$ cat src/rtl/gray_code_tracker.sv
// gray_code_tracker: samples a gray-coded count, decodes it to binary and
// tracks a signed position from legal +/-1 steps. Any other jump is flagged,
// counted, and forces a resynchronisation on the next valid sample.
//
// state   | meaning
// --------+-------------------------------------------------------------
// ACQUIRE | no reference sample yet; next valid sample becomes reference
// TRACK   | reference held; valid samples are classified as step/err
// RESYNC  | illegal jump seen; next valid sample becomes new reference
module gray_code_tracker #(
    parameter int WIDTH         = 3,
    parameter int POS_WIDTH     = 8,
    parameter int ERR_CNT_WIDTH = 4
) (
    input  logic                     clk,
    input  logic                     reset_n,
    input  logic [WIDTH-1:0]         gray_in,
    input  logic                     gray_valid,
    input  logic                     clr_err,
    output logic [WIDTH-1:0]         binary_out,
    output logic                     step,
    output logic                     dir,
    output logic [POS_WIDTH-1:0]     pos,
    output logic                     locked,
    output logic                     err,
    output logic                     err_sticky,
    output logic [ERR_CNT_WIDTH-1:0] err_cnt
);

    typedef enum logic [1:0] {
        ACQUIRE = 2'd0,
        TRACK   = 2'd1,
        RESYNC  = 2'd2
    } state_t;

    localparam logic [WIDTH-1:0]         D_UP     = WIDTH'(1);
    localparam logic [WIDTH-1:0]         D_DN     = '1;
    localparam logic [POS_WIDTH-1:0]     POS_ONE  = POS_WIDTH'(1);
    localparam logic [ERR_CNT_WIDTH-1:0] CNT_ONE  = ERR_CNT_WIDTH'(1);
    localparam logic [ERR_CNT_WIDTH-1:0] CNT_MAX  = '1;

    state_t                     state, state_nxt;
    logic [WIDTH-1:0]           b_new, delta, bin_nxt;
    logic                       step_nxt, dir_nxt, err_nxt, sticky_nxt;
    logic [POS_WIDTH-1:0]       pos_nxt;
    logic [ERR_CNT_WIDTH-1:0]   cnt_nxt;

    // Gray to binary: each binary bit is the XOR of all gray bits at or above it.
    always_comb begin
        b_new = '0;
        for (int i = 0; i < WIDTH; i++) begin
            b_new[i] = ^(gray_in >> i);
        end
    end

    // Modulo-2^WIDTH distance from the held reference to the new sample.
    assign delta  = b_new - binary_out;
    assign locked = (state == TRACK);

    // Next-state and next-output decision for the current sample.
    always_comb begin
        state_nxt  = state;
        bin_nxt    = binary_out;
        step_nxt   = 1'b0;
        dir_nxt    = dir;
        pos_nxt    = pos;
        err_nxt    = 1'b0;
        sticky_nxt = err_sticky;
        cnt_nxt    = err_cnt;

        // Clear first so a same-cycle error re-sets sticky and counts from zero.
        if (clr_err) begin
            sticky_nxt = 1'b0;
            cnt_nxt    = '0;
        end

        if (gray_valid) begin
            case (state)
                ACQUIRE, RESYNC: begin
                    bin_nxt   = b_new;
                    state_nxt = TRACK;
                end
                TRACK: begin
                    if (delta == D_UP) begin
                        step_nxt = 1'b1;
                        dir_nxt  = 1'b1;
                        pos_nxt  = pos + POS_ONE;
                        bin_nxt  = b_new;
                    end else if (delta == D_DN) begin
                        step_nxt = 1'b1;
                        dir_nxt  = 1'b0;
                        pos_nxt  = pos - POS_ONE;
                        bin_nxt  = b_new;
                    end else if (delta != '0) begin
                        err_nxt    = 1'b1;
                        sticky_nxt = 1'b1;
                        cnt_nxt    = (cnt_nxt == CNT_MAX) ? CNT_MAX : cnt_nxt + CNT_ONE;
                        state_nxt  = RESYNC;
                    end
                end
                default: state_nxt = ACQUIRE;
            endcase
        end
    end

    // State and registered outputs with asynchronous reset.
    always_ff @(posedge clk or negedge reset_n) begin
        if (!reset_n) begin
            state      <= ACQUIRE;
            binary_out <= '0;
            step       <= 1'b0;
            dir        <= 1'b1;
            pos        <= '0;
            err        <= 1'b0;
            err_sticky <= 1'b0;
            err_cnt    <= '0;
        end else begin
            state      <= state_nxt;
            binary_out <= bin_nxt;
            step       <= step_nxt;
            dir        <= dir_nxt;
            pos        <= pos_nxt;
            err        <= err_nxt;
            err_sticky <= sticky_nxt;
            err_cnt    <= cnt_nxt;
        end
    end

endmodule
$ cat config.mk
export PLATFORM = sky130hd
export DESIGN_NAME = gray_code_tracker
export DESIGN_NICKNAME = d
export VERILOG_FILES = /design/src/rtl/gray_code_tracker.sv
export SDC_FILE = /design/constraint.sdc
export NUM_CORES = 1
export LEC_CHECK = 0
export BUFFER_PORTS_ARGS = -buffer_cell sky130_fd_sc_hd__buf_4
export CAP_MARGIN = 20
export CORE_MARGIN = 5
export CORE_UTILIZATION = 57
export CTS_CLUSTER_DIAMETER = 40
export CTS_CLUSTER_SIZE = 24
export DETAILED_ROUTE_END_ITERATION = 7
export PLACE_DENSITY = 0.93
export SLEW_MARGIN = 10
export SYNTH_ARGS = -nofsm -noshare
export SYNTH_HDL_FRONTEND = slang
export SYNTH_SLANG_ARGS = --single-unit
$ cat constraint.sdc
create_clock -name clk -period 8.19 [get_ports clk]
set_input_delay 2.0475 -clock clk [delete_from_list [all_inputs] [get_ports clk]]
set_output_delay 2.0475 -clock clk [all_outputs]
set_load 0.01 [all_outputs]
==> results.yml <==
clocking:
  numCtsBuffers: 3
  clock_path_buffers: 2
  holdBufCountCts: 0
  clkSlewWorstSetupHoldPaths_ns: 0.12
  cts-root-buf: "clkbuf_4"
  htreeDepth: 1
  post_cts_buffers: 0
  clkSinkCount: 21
  insertion_delay_ns: 0.31
  cts_tree: "built"
  cts_resized: 0
power:
  powerDensity_nw_per_um2: 478
  comb_power_share: 0.676
  p_int_uw: 402
  switching_share: 0.445
  switchingPower_uw: 323
  p_leak_nw: 0.748
  seq_power_share: 0.254
  clkPwrFrac: 0.070
  peakVddDrop_v: 0.000237
run:
  cap_violations: 0
routing:
  drt-initial-drc-count: 18
  ant_nets: 0
  dr_total_vias: 993
  drt-vias-per-instance: 5.40
  wl_per_cell_um: 13.5
  wl_mm: 2.49
  drc: 0
  drt_first_pass_iters: 4
setup_path:
  worstPathArrival_ns: 5.58
  critPathMaxFanout: 7
  rrSetupSlack_ns: 4.87
  critPathKind: "input port to flip-flop"
  critPathCaptureType: "flip-flop"
  crit_required_ns: 8.43
  worstSetupStartpointType: "input port"
global_routing:
  grtUsageTotal: 0.168
  grt_first_pass_wirelength_mm: 4.39
  grt_pass1_vias: 1026
  overflow: 0
  grt_max_degree: 22
  antenna_found_initial: 0
synth:
  synth.most_common_cell: "dfrtp_1"
  synth.area.top_cells: "dfrtp_1, ha_1, nand2_1, xnor2_1, xor2_1"
  synth_nets: 145
  synth_edf_count: 0
  yosys_warnings: 0
  synth_cells: 128
  yosysTopAreaCell: "dfrtp_1"
  syn_area_um2: 1270
  yosysSeqAreaShare: 0.415
  synth_flop_cell: "dfrtp_1"
  synth_cell_types: 34
  synth_common_cells: "dfrtp_1, nand2_1, nor2_1, ha_1, o21ai_1"
  syn_area_per_cell_um2: 9.92
  synth_top_area_share: 0.394
  async_flop_share: 1.00
  synth-seq-cells: 21
placement:
  hpwlAfterDp_mm: 2.02
  port_buffers: 26
  gp_congestion: 0.829
worst_hold_path:
  hp-class: "flip-flop to flip-flop"
timing:
  slew_violations: 0
  period_share: 0.652
  fmax_mhz: 187
  finalSetupTns_ns: 0
  fin_hold_ws_ns: 0.497
  rsz0062_at_grt: "false"
  min_period_ns: 5.34
  hold_viol: 0
  finClkSkew_ns: 0.00422
  tightestPinTransition_ns: 0.504
  max-slew-margin-rel: 0.664
  setup_viol: 0
final_layout:
  drive_gt1_frac: 0.231
  nNetsFinal: 174
  num_antenna_cells: 0
  area_growth_pct: 19.5
floorplanning:
  die_x_um: 57.2
  die-area_um2: 3270
  core_area_um2: 2170
  boundaryPins: 27
  rows: 17
  die-height_um: 57.2
  start_util: 0.585
status:
  run_status: "finished clean"
-- final cells by class --
class	count	area, µm²
Clock buffer	4	26.3
Fill cell	171	652
Inverter	7	26.3
Multi-Input combinational cell	98	708
Sequential cell	21	527
Tap cell	28	35.0
Timing Repair Buffer	26	195
-- metal layers --
layer	vias up	wire length, µm	track usage
met3	5	113	0.0226
met4	0	40	0.0662
met1	469	1040	0.202
met5	-	0	0
met2	24	1300	0.303
li1	495	-	-
-- cells by family (layout without fill, tap and decap cells) --
kind of cell / after synthesis / in the layout / synth area share
muxes: 8 / 8 / 0.0798
xor gates and xnor gates: 13 / 13 / 0.101
adders and majority gates: 10 / 10 / 0.110
AOI/OAI and AO/OA: 23 / 23 / 0.109
and+or+nand+nor: 44 / 44 / 0.157
buffers and inverters: 9 / 37 / 0.0276
DFF: 21 / 21 / 0.415
-- stage by stage --
step	cell area, µm²	setup WS, ns	total power, mW	cells	utilization
final	1520	2.85	0.725	184	0.700
after global routing	1520	2.62	0.797	184	0.700
after CTS	1520	2.84	0.732	184	0.700
after detailed placement	1490	2.51	0.680	180	0.687
after global placement	1490	2.72	0.653	180	0.687
after floorplan	1270	2.97	0.547	128	-
-- state kept, by name (all words and copies together) (netlist names) --
name and count:
step 1, err_sticky 1, err_cnt 4, binary_out 3
pos 8, err 1, dir 1, state 2
-- cells in the final DEF (no fill, tap or decap) --
cell      netlist  layout
o22ai_1         2       2
buf_4           0      26
inv_2           1       1
nand2b_1        4       4
o311ai_1        1       1
o21ai_0         3       3
o31ai_1         1       1
nand2_1        19      19
o21ai_1         8       8
a21o_1          1       1
mux2i_4         1       1
dfrtp_1        20      20
inv_1           6       6
o211ai_1        1       1
or3_1           1       1
nor3_1          3       3
mux2_4          1       1
fa_1            2       2
o31ai_2         1       1
ha_1            8       8
mux2_1          3       3
nor2_2          1       1
nor2b_1         4       4
a211oi_1        1       1
nand3_1         2       2
nor2_1          9       9
a21oi_1         4       4
xnor2_1         7       7
and3_1          1       1
clkbuf_1        1       1
dfstp_2         1       1
mux2i_1         3       3
clkbuf_4        0       3
xnor3_2         1       1
xor2_1          5       5
-- worst max-delay path, cell delays in order --
cell and delay, ns:
buf_4 0.12, xor2_1 0.31, xnor2_1 0.20, ha_1 0.18, inv_1 0.05, fa_1 0.41, xnor3_2 0.34, or3_1 0.48
ha_1 0.34, a211oi_1 0.22, o311ai_1 0.17, o31ai_1 0.27, mux2i_1 0.29, xnor2_1 0.14
-- worst paths after layout --
kind | startpoint | end | depth (start not counted)
worst max-delay path | gray_in[2] | pos[7]$_DFFE_PN0P_ | 14
worst min-delay path | pos[7]$_DFFE_PN0P_ | pos[7]$_DFFE_PN0P_ | 1
worst max register to register | binary_out[0]$_DFFE_PN0P_ | pos[7]$_DFFE_PN0P_ | 11
worst min register to register | pos[7]$_DFFE_PN0P_ | pos[7]$_DFFE_PN0P_ | 1
max in group asynchronous | reset_n | dir$_DFFE_PN1P_ | 1
min in group asynchronous | reset_n | pos[5]$_DFFE_PN0P_ | 1
-- power groups by stage --
stage,Clock [mW],Combinational (mW),Sequential [mW]
6_report,0.0506,0.490,0.184
3_3_place_gp,0,0.469,0.184
5_1_grt,0.0564,0.548,0.192
2_1_floorplan,0,0.350,0.197
3_5_place_dp,0,0.492,0.187
4_1_cts,0.0523,0.494,0.185
(Power assumes the default switching activity.)
